===== config.mk =====
export PLATFORM = sky130hd
export DESIGN_NAME = regfile_mp
export DESIGN_NICKNAME = d
export VERILOG_FILES = /design/src/rtl/regfile_mp.sv
export SDC_FILE = /design/constraint.sdc
export NUM_CORES = 2
export LEC_CHECK = 0
export BUFFER_PORTS_ARGS = -buffer_cell sky130_fd_sc_hd__buf_2
export CAP_MARGIN = 30
export CORE_ASPECT_RATIO = 0.9
export CORE_MARGIN = 3
export CORE_UTILIZATION = 48
export DETAILED_ROUTE_END_ITERATION = 10
export GPL_TIMING_DRIVEN = 0
export HOLD_SLACK_MARGIN = 0.12
export PLACE_DENSITY_LB_ADDON = 0.25
export RECOVER_POWER = 100
export SKIP_CTS_REPAIR_TIMING = 1
export SLEW_MARGIN = 10
export SYNTH_ARGS = -nofsm -noshare
export SYNTH_HDL_FRONTEND = slang
export SYNTH_SLANG_ARGS = --single-unit

===== constraint.sdc =====
create_clock -name clk -period 4.7 [get_ports clk]
set_input_delay 0.94 -clock clk [delete_from_list [all_inputs] [get_ports clk]]
set_output_delay 0.94 -clock clk [all_outputs]
set_load 0.01 [all_outputs]

===== src/rtl/regfile_mp.sv =====
`default_nettype none
// ============================================================================
// Module      : regfile_mp
// Description : Parametrised multi-port integer register file with a
//               per-register write-pending scoreboard. Register 0 reads as
//               zero, optional same-cycle write-to-read bypass.
// Revision    : 1.0 - initial release
// ============================================================================
module regfile_mp #(
    parameter int XLEN   = 32,
    parameter int NREGS  = 32,
    parameter int NREAD  = 2,
    parameter int NWRITE = 1,
    parameter int BYPASS = 1,
    parameter int AW     = $clog2(NREGS)
) (
    input  logic                    clk,
    input  logic                    rst,
    input  logic [NREAD*AW-1:0]     raddr,
    output logic [NREAD*XLEN-1:0]   rdata,
    output logic [NREAD-1:0]        rbusy,
    input  logic [NWRITE-1:0]       we,
    input  logic [NWRITE*AW-1:0]    waddr,
    input  logic [NWRITE*XLEN-1:0]  wdata,
    input  logic                    rsv_valid,
    input  logic [AW-1:0]           rsv_addr,
    output logic                    rsv_ok,
    output logic [NREGS-1:0]        pending
);

    // Entry 0 is held at zero permanently so every read path can index the
    // full address range without a special-case out-of-range slot.
    logic [XLEN-1:0]  mem_q      [NREGS];
    logic [XLEN-1:0]  mem_d      [NREGS];
    logic [NREGS-1:0] pending_q;
    logic [NREGS-1:0] pending_d;

    // Per-address view of this cycle's writes: hit flag and winning data.
    logic [NREGS-1:0] w_hit;
    logic [XLEN-1:0]  w_hit_data [NREGS];

    // Resolve write ports per address; later (higher-index) ports override.
    always_comb begin
        w_hit = '0;
        for (int a = 0; a < NREGS; a++) begin
            w_hit_data[a] = '0;
        end
        for (int j = 0; j < NWRITE; j++) begin
            if (we[j]) begin
                w_hit[waddr[j*AW +: AW]]      = 1'b1;
                w_hit_data[waddr[j*AW +: AW]] = wdata[j*XLEN +: XLEN];
            end
        end
    end

    // A reservation is granted if the target is free, is x0, or is being
    // released by a writeback in this same cycle.
    always_comb begin
        rsv_ok = rsv_valid && !rst &&
                 ((rsv_addr == '0) || !pending_q[rsv_addr] || w_hit[rsv_addr]);
    end

    // Next-state for storage and pending bits; a same-cycle reservation wins
    // over the write's clear because the new owner supersedes the old one.
    always_comb begin
        mem_d[0]     = '0;
        pending_d    = '0;
        for (int a = 1; a < NREGS; a++) begin
            mem_d[a]     = w_hit[a] ? w_hit_data[a] : mem_q[a];
            pending_d[a] = (pending_q[a] & ~w_hit[a]) |
                           (rsv_ok && (rsv_addr == AW'(a)));
        end
    end

    // State registers with synchronous reset overriding any same-cycle update.
    always_ff @(posedge clk) begin
        if (rst) begin
            pending_q <= '0;
            for (int a = 0; a < NREGS; a++) begin
                mem_q[a] <= '0;
            end
        end else begin
            pending_q <= pending_d;
            for (int a = 0; a < NREGS; a++) begin
                mem_q[a] <= mem_d[a];
            end
        end
    end

    assign pending = pending_q;

    // Read ports: zero for x0, bypassed write data when enabled, else storage.
    for (genvar i = 0; i < NREAD; i++) begin : g_rd
        logic [AW-1:0] w_ra;
        assign w_ra = raddr[i*AW +: AW];

        // Data and busy for one read port.
        always_comb begin
            if (w_ra == '0) begin
                rdata[i*XLEN +: XLEN] = '0;
            end else if ((BYPASS != 0) && w_hit[w_ra]) begin
                rdata[i*XLEN +: XLEN] = w_hit_data[w_ra];
            end else begin
                rdata[i*XLEN +: XLEN] = mem_q[w_ra];
            end
            rbusy[i] = pending_q[w_ra] & ~((BYPASS != 0) & w_hit[w_ra]);
        end
    end

endmodule
`default_nettype wire


* After elaboration in Yosys (flattened, before gate mapping)
Memories as Yosys holds them, arrays and structs flattened.
Cells that the tools add are included.
** Word-level totals
- Memories kept :: 1
- Bits in writable memories :: 1024
- Logic and storage cells :: 374
- Input port bits :: 56
- Output and inout bits :: 99
- Register bits after elaboration :: 32
** Cells by class
- Bitwise logic cells :: 133
- Muxes and demuxes :: 94
- Reductions and logical operators :: 73
- Magnitude comparators :: 9
- Eq/ne operators :: 62
** Memories
- mem_q :: words 32, width 32, read ports 2, clocked after memory_dff 0, wr ports 32, RTL line 33 : logic [XLEN-1:0] mem_q [NREGS];
** Operator list (number)
- $mux W32 :: 73
- $and A1024 B1024 Y1024 :: 1
- $mux W1024 :: 1
- $bmux W32 S5 :: 2
- $demux W32 S5 :: 1
- $eq A5 B5 Y1 const B :: 16
- $or A1 B1 Y1 :: 63
- $reduce_and A2 Y1 :: 31
- $eq A5 B4 Y1 const B :: 8
- $logic_and A1 B1 Y1 :: 35
- $and A1 B1 Y1 :: 33
- $not A1 Y1 :: 33
- $ne A1 B1 Y1 const B :: 31
- $bmux W1 S5 :: 6
- $lt A5 B6 Y1 const B :: 4
- $eq A5 B3 Y1 const B :: 4
- $ge A6 B6 Y1 const B :: 3
- $not A5 Y6 :: 3
- $logic_not A5 Y1 :: 3
- $eq A5 B2 Y1 const B :: 2
- $mux W1 :: 10
- $lt A6 B1 Y1 const B :: 1
- $demux W1 S5 :: 1
- $eq A5 B1 Y1 const B :: 1
- 3 further kinds :: 5

* Depth between registers and ports, before layout
- Word-level depth :: 12
- Mapped depth :: 11
- Mapped depth without buffers :: 7

* Worst setup path after synthesis
OpenSTA, ideal clock, no wires.
- Path kind :: input port to output port
- From :: input port raddr[0]
- To :: output port rdata[15]
- Stages on the path :: 7
- Data required time :: 3.760 ns
- Setup slack :: 0.779 ns
- Data arrival time :: 2.981 ns
- Cell sequence :: buf_2 > buf_2 > buf_2 > mux4_2 > mux4_2 > a22oi_1 > o21ai_0
** Between the ends
- Cells in the longest elaborated chain, start to end :: 6
** RTL lines
- start: declaration :: RTL line 19 : input logic [NREAD*AW-1:0] raddr,
- $not A5 Y6 (not written as such) :: RTL line 102 : rdata[i*XLEN +: XLEN] = w_hit_data[w_ra];
- $bmux W32 S5 :: RTL line 102
- $mux W32 (not written as such) (2 in a row) :: RTL line 102
- $mux W32 :: RTL line 101 : end else if ((BYPASS != 0) && w_hit[w_ra]) begin
- $mux W32 (*) :: RTL line 99 : if (w_ra == '0) begin
- end: declaration :: RTL line 20 : output logic [NREAD*XLEN-1:0] rdata,
Mark *: on every way between the ends. The rest lies on a longest branch, timed or not. The select of a mux whose other input is x is not followed.

* Worst setup path in the final report
- From :: input port waddr[0]
- To :: output port rdata[49]
** Between the ends
- Cells in the longest elaborated chain, start to end :: 12
** RTL lines
- start: declaration :: RTL line 23 : input logic [NWRITE*AW-1:0] waddr,
- $not A5 Y6 (not written as such) :: RTL line 51 : w_hit_data[waddr[j*AW +: AW]] = wdata[j*XLEN +: XLEN];
- $ge A6 B6 Y1 (not written as such) / $lt A6 B1 Y1 (equally long branches) :: RTL line 51
- $logic_and A1 B1 Y1 (not written as such) :: RTL line 51
- $mux W32 (not written as such) :: RTL line 51
- $demux W32 S5 :: RTL line 51
- $and A1024 B1024 Y1024 (no source line)
- $mux W1024 :: RTL line 49 : if (we[j]) begin
- $bmux W32 S5 :: RTL line 102
- $mux W32 (not written as such) (2 in a row) :: RTL line 102
- $mux W32 (*) :: RTL line 101
- $mux W32 (*) :: RTL line 99
Marks and branches as above.

==> qor.yml <==
outcome: "complete, but fails checks"
violations: "capacitance limit, slew limit, setup timing"
core.rowCount: 116
hpwlAfterDp_um: 188000
layout-drive-gt1-share_pct: 28.9
yosys_warnings: 0
antenna_left: 0
slew_viol_final: 25
arrival_ns: 4.03
setup_viol: 47
cts_tree: "built"
place.gp.congestion: 1.04
clockBufferDepth: 3
design_area_um2: 62800
grt_pass1_vias: 40300
numClockSinks: 1023
synth_edf_count: 992
worstSetupEndpointType: "output port"
cts-htree-levels: 3
fin_crit_ns: 4.97
grt_max_degree: 34
p_leak_nw: 20.5
powerDensity_nw_per_um2: 373
hold_path_class: "reg -> reg"
synth_nets: 3923
grt_first_pass_wirelength_um: 352000
vias: 44300
insertion_delay_ns: 0.72
syn_area_um2: 54600
area_delta_synth_final_pct: 15.1
synth.avg_cell_area_um2: 14.1
critPathRequiredTime_ns: 3.76
whs_ns: 0.547
die_h_um: 326
synth_cell_types: 85
grt_overflow: 0
crit_type: "in -> out"
clkTransAtPathRegs_ns: 0.07
routed_via_density: 7.67
worst_slack_ns: -0.267
num_io_pins: 155
clockRootBuffer: "clkbuf_16"
clock_skew_ns: 0.0119
drc: 0
finalCritPeriodShare_pct: 106
ys_seq_area_share_pct: 55.7
dpl-instance-area_um2: 58600
nets: 4258
io_buffers: 143
wirelength_um: 269000
wire_per_inst_um: 46.5
first_pass_iters: 9
place_ws_ns: -1.50
core_area_um2: 112000
syn_inst: 3867
worst_pin_slew_ns: 1.65
path_cells: "buf_2 > buf_2 > xor2_2 > nor4_4 > buf_4 > and3_1 > buf_2 > buf_2 > o22ai_1 > buf_2"
setup.worst_path.start_class: "input pin"
synth-seq-cells: 1023
dr.first_iter.drc_count: 10100
slowest_stage: "buf_2"
dieWidth_um: 362
antenna_found_initial: 15
final_util_pct: 56.1
synth-async-reset-ratio_pct: 0
cts_buffers: 109
maxCapViolations: 2
critPathMaxStageDelay_ns: 0.68
die-area_um2: 118000
worstPathMaxFanout: 10
max_freq_mhz: 201
timing_hold_violations_final: 0
start_util_pct: 48.7
rsz0062_at_grt: "true"
ir_drop_v: 0.000300
synth_ff_type: "edfxtp_1"
grt_usage_pct: 44.9
max_slew_margin_pct: -10.2
path_common_cell: "buf_2"
-- worst paths after layout --
| kind | cells after the start | slack (ns) | start | endpoint |
|---|---|---|---|---|
| hold reg to reg | 2 | 0.55 | pending[16]$_SDFF_PP0_ | pending[16]$_SDFF_PP0_ |
| hold / removal | 2 | 0.55 | pending[16]$_SDFF_PP0_ | pending[16]$_SDFF_PP0_ |
| setup / recovery | 10 | -0.27 | waddr[0] | rdata[49] |
| setup reg to reg | 7 | 2.39 | pending[30]$_SDFF_PP0_ | pending[23]$_SDFF_PP0_ |
-- synth_stat cells (6+ instances only) --
cell type | n | area, um2
nor2b_1 | 13 | 81.3
nor3_1 | 24 | 120
a211oi_1 | 13 | 97.6
xnor2_1 | 7 | 61.3
nand3_1 | 41 | 205
inv_1 | 22 | 82.6
a32o_1 | 15 | 150
o21ai_0 | 70 | 350
o22ai_1 | 14 | 87.6
a22o_1 | 20 | 175
mux2i_1 | 81 | 811
a221oi_1 | 10 | 87.6
buf_4 | 32 | 240
a2111oi_0 | 6 | 52.6
nor2_1 | 1079 | 4050
edfxtp_1 | 992 | 29800
nor4_1 | 9 | 56.3
a22oi_1 | 8 | 60.1
nand2b_1 | 15 | 93.8
a21oi_1 | 40 | 200
and2_1 | 6 | 37.5
buf_2 | 96 | 480
mux2_2 | 41 | 462
dfxtp_1 | 31 | 621
nand2_1 | 159 | 597
a31oi_1 | 9 | 56.3
clkbuf_1 | 254 | 953
buf_1 | 42 | 158
mux4_2 | 586 | 13200
o31ai_1 | 7 | 52.6
o32ai_1 | 13 | 114
nand4_1 | 10 | 62.6
-- layout make-up --
type	count	area (um2)
fill	9181	49200
sequential	1023	30400
multi-input combinational	2394	22600
clock buffer	131	2850
buffer	425	2450
timing repair buffer	226	1960
tap	1475	1850
clock inverter	66	638
inverter	23	86.3
antenna	20	50.0
-- cell usage in the layout (no fill, tap or decap), drive strengths merged, types with 8 or more instances in the layout --
cell / n
edfxtp: 992
o32ai: 18
diode: 20
mux2i: 81
buf: 322
nor4: 14
nor2b: 13
o21ai: 74
dfxtp: 31
nor2: 1080
nand2b: 15
a221oi: 10
nand4: 10
a21oi: 40
a22oi: 8
inv: 27
a32o: 15
mux4: 586
nand3: 41
a211oi: 13
nor3: 24
clkbuf: 459
mux2: 41
o22ai: 14
clkinv: 47
a22o: 20
bufinv: 10
a31oi: 9
nand2: 165
-- state kept, by name, indices dropped and copies added, names as in the netlist --
name	cells
mem_q	992
pending	31
-- cell families after synthesis --
group	share of synthesized area, %
simple gates	10.5
flops	55.7
mux	26.5
buf+inv	3.57
compound gates	3.55
xor+xnor	0.222
other cells	0.00687
-- stage by stage --
stage	total power [mW]	std cells	setup TNS, ns
floorplan	12.8	3867	0
global placement	14.4	5485	-626.98
detailed placement	14.5	5557	-51.61
CTS	22.9	5754	-50.99
global route	23.6	5769	-0.821
finish	23.4	5783	-4.19
-- worst max-delay path, delay by kind of cell --
kind                   cells  cell delay [ns]
AO/OA/AOI/OAI              1             0.39
XOR/XNOR                   1             0.23
buffers and inverters      6             2.09
AND/OR/NAND/NOR            2             0.36
-- layer usage --
metal	wire (um)	share of wire, %	track usage, %	vias up
li1	-	-	-	15600
met1	84400	31	54.9	22200
met2	104000	39	58.4	5322
met3	57100	21	28.6	1204
met4	22200	8.3	27.7	31
met5	1250	0.47	6.86	-
-- where the power goes --
| part | leakage, nW | switching, mW | total [mW] | internal, mW |
|---|---|---|---|---|
| logic | 9.07 | 2.50 | 3.92 | 1.42 |
| clock network | 1.70 | 3.91 | 8.77 | 4.86 |
| registers | 9.71 | 0.256 | 10.8 | 10.5 |
| total | 20.5 | 6.67 | 23.4 | 16.8 |
Power figures use the tool's default switching activity.
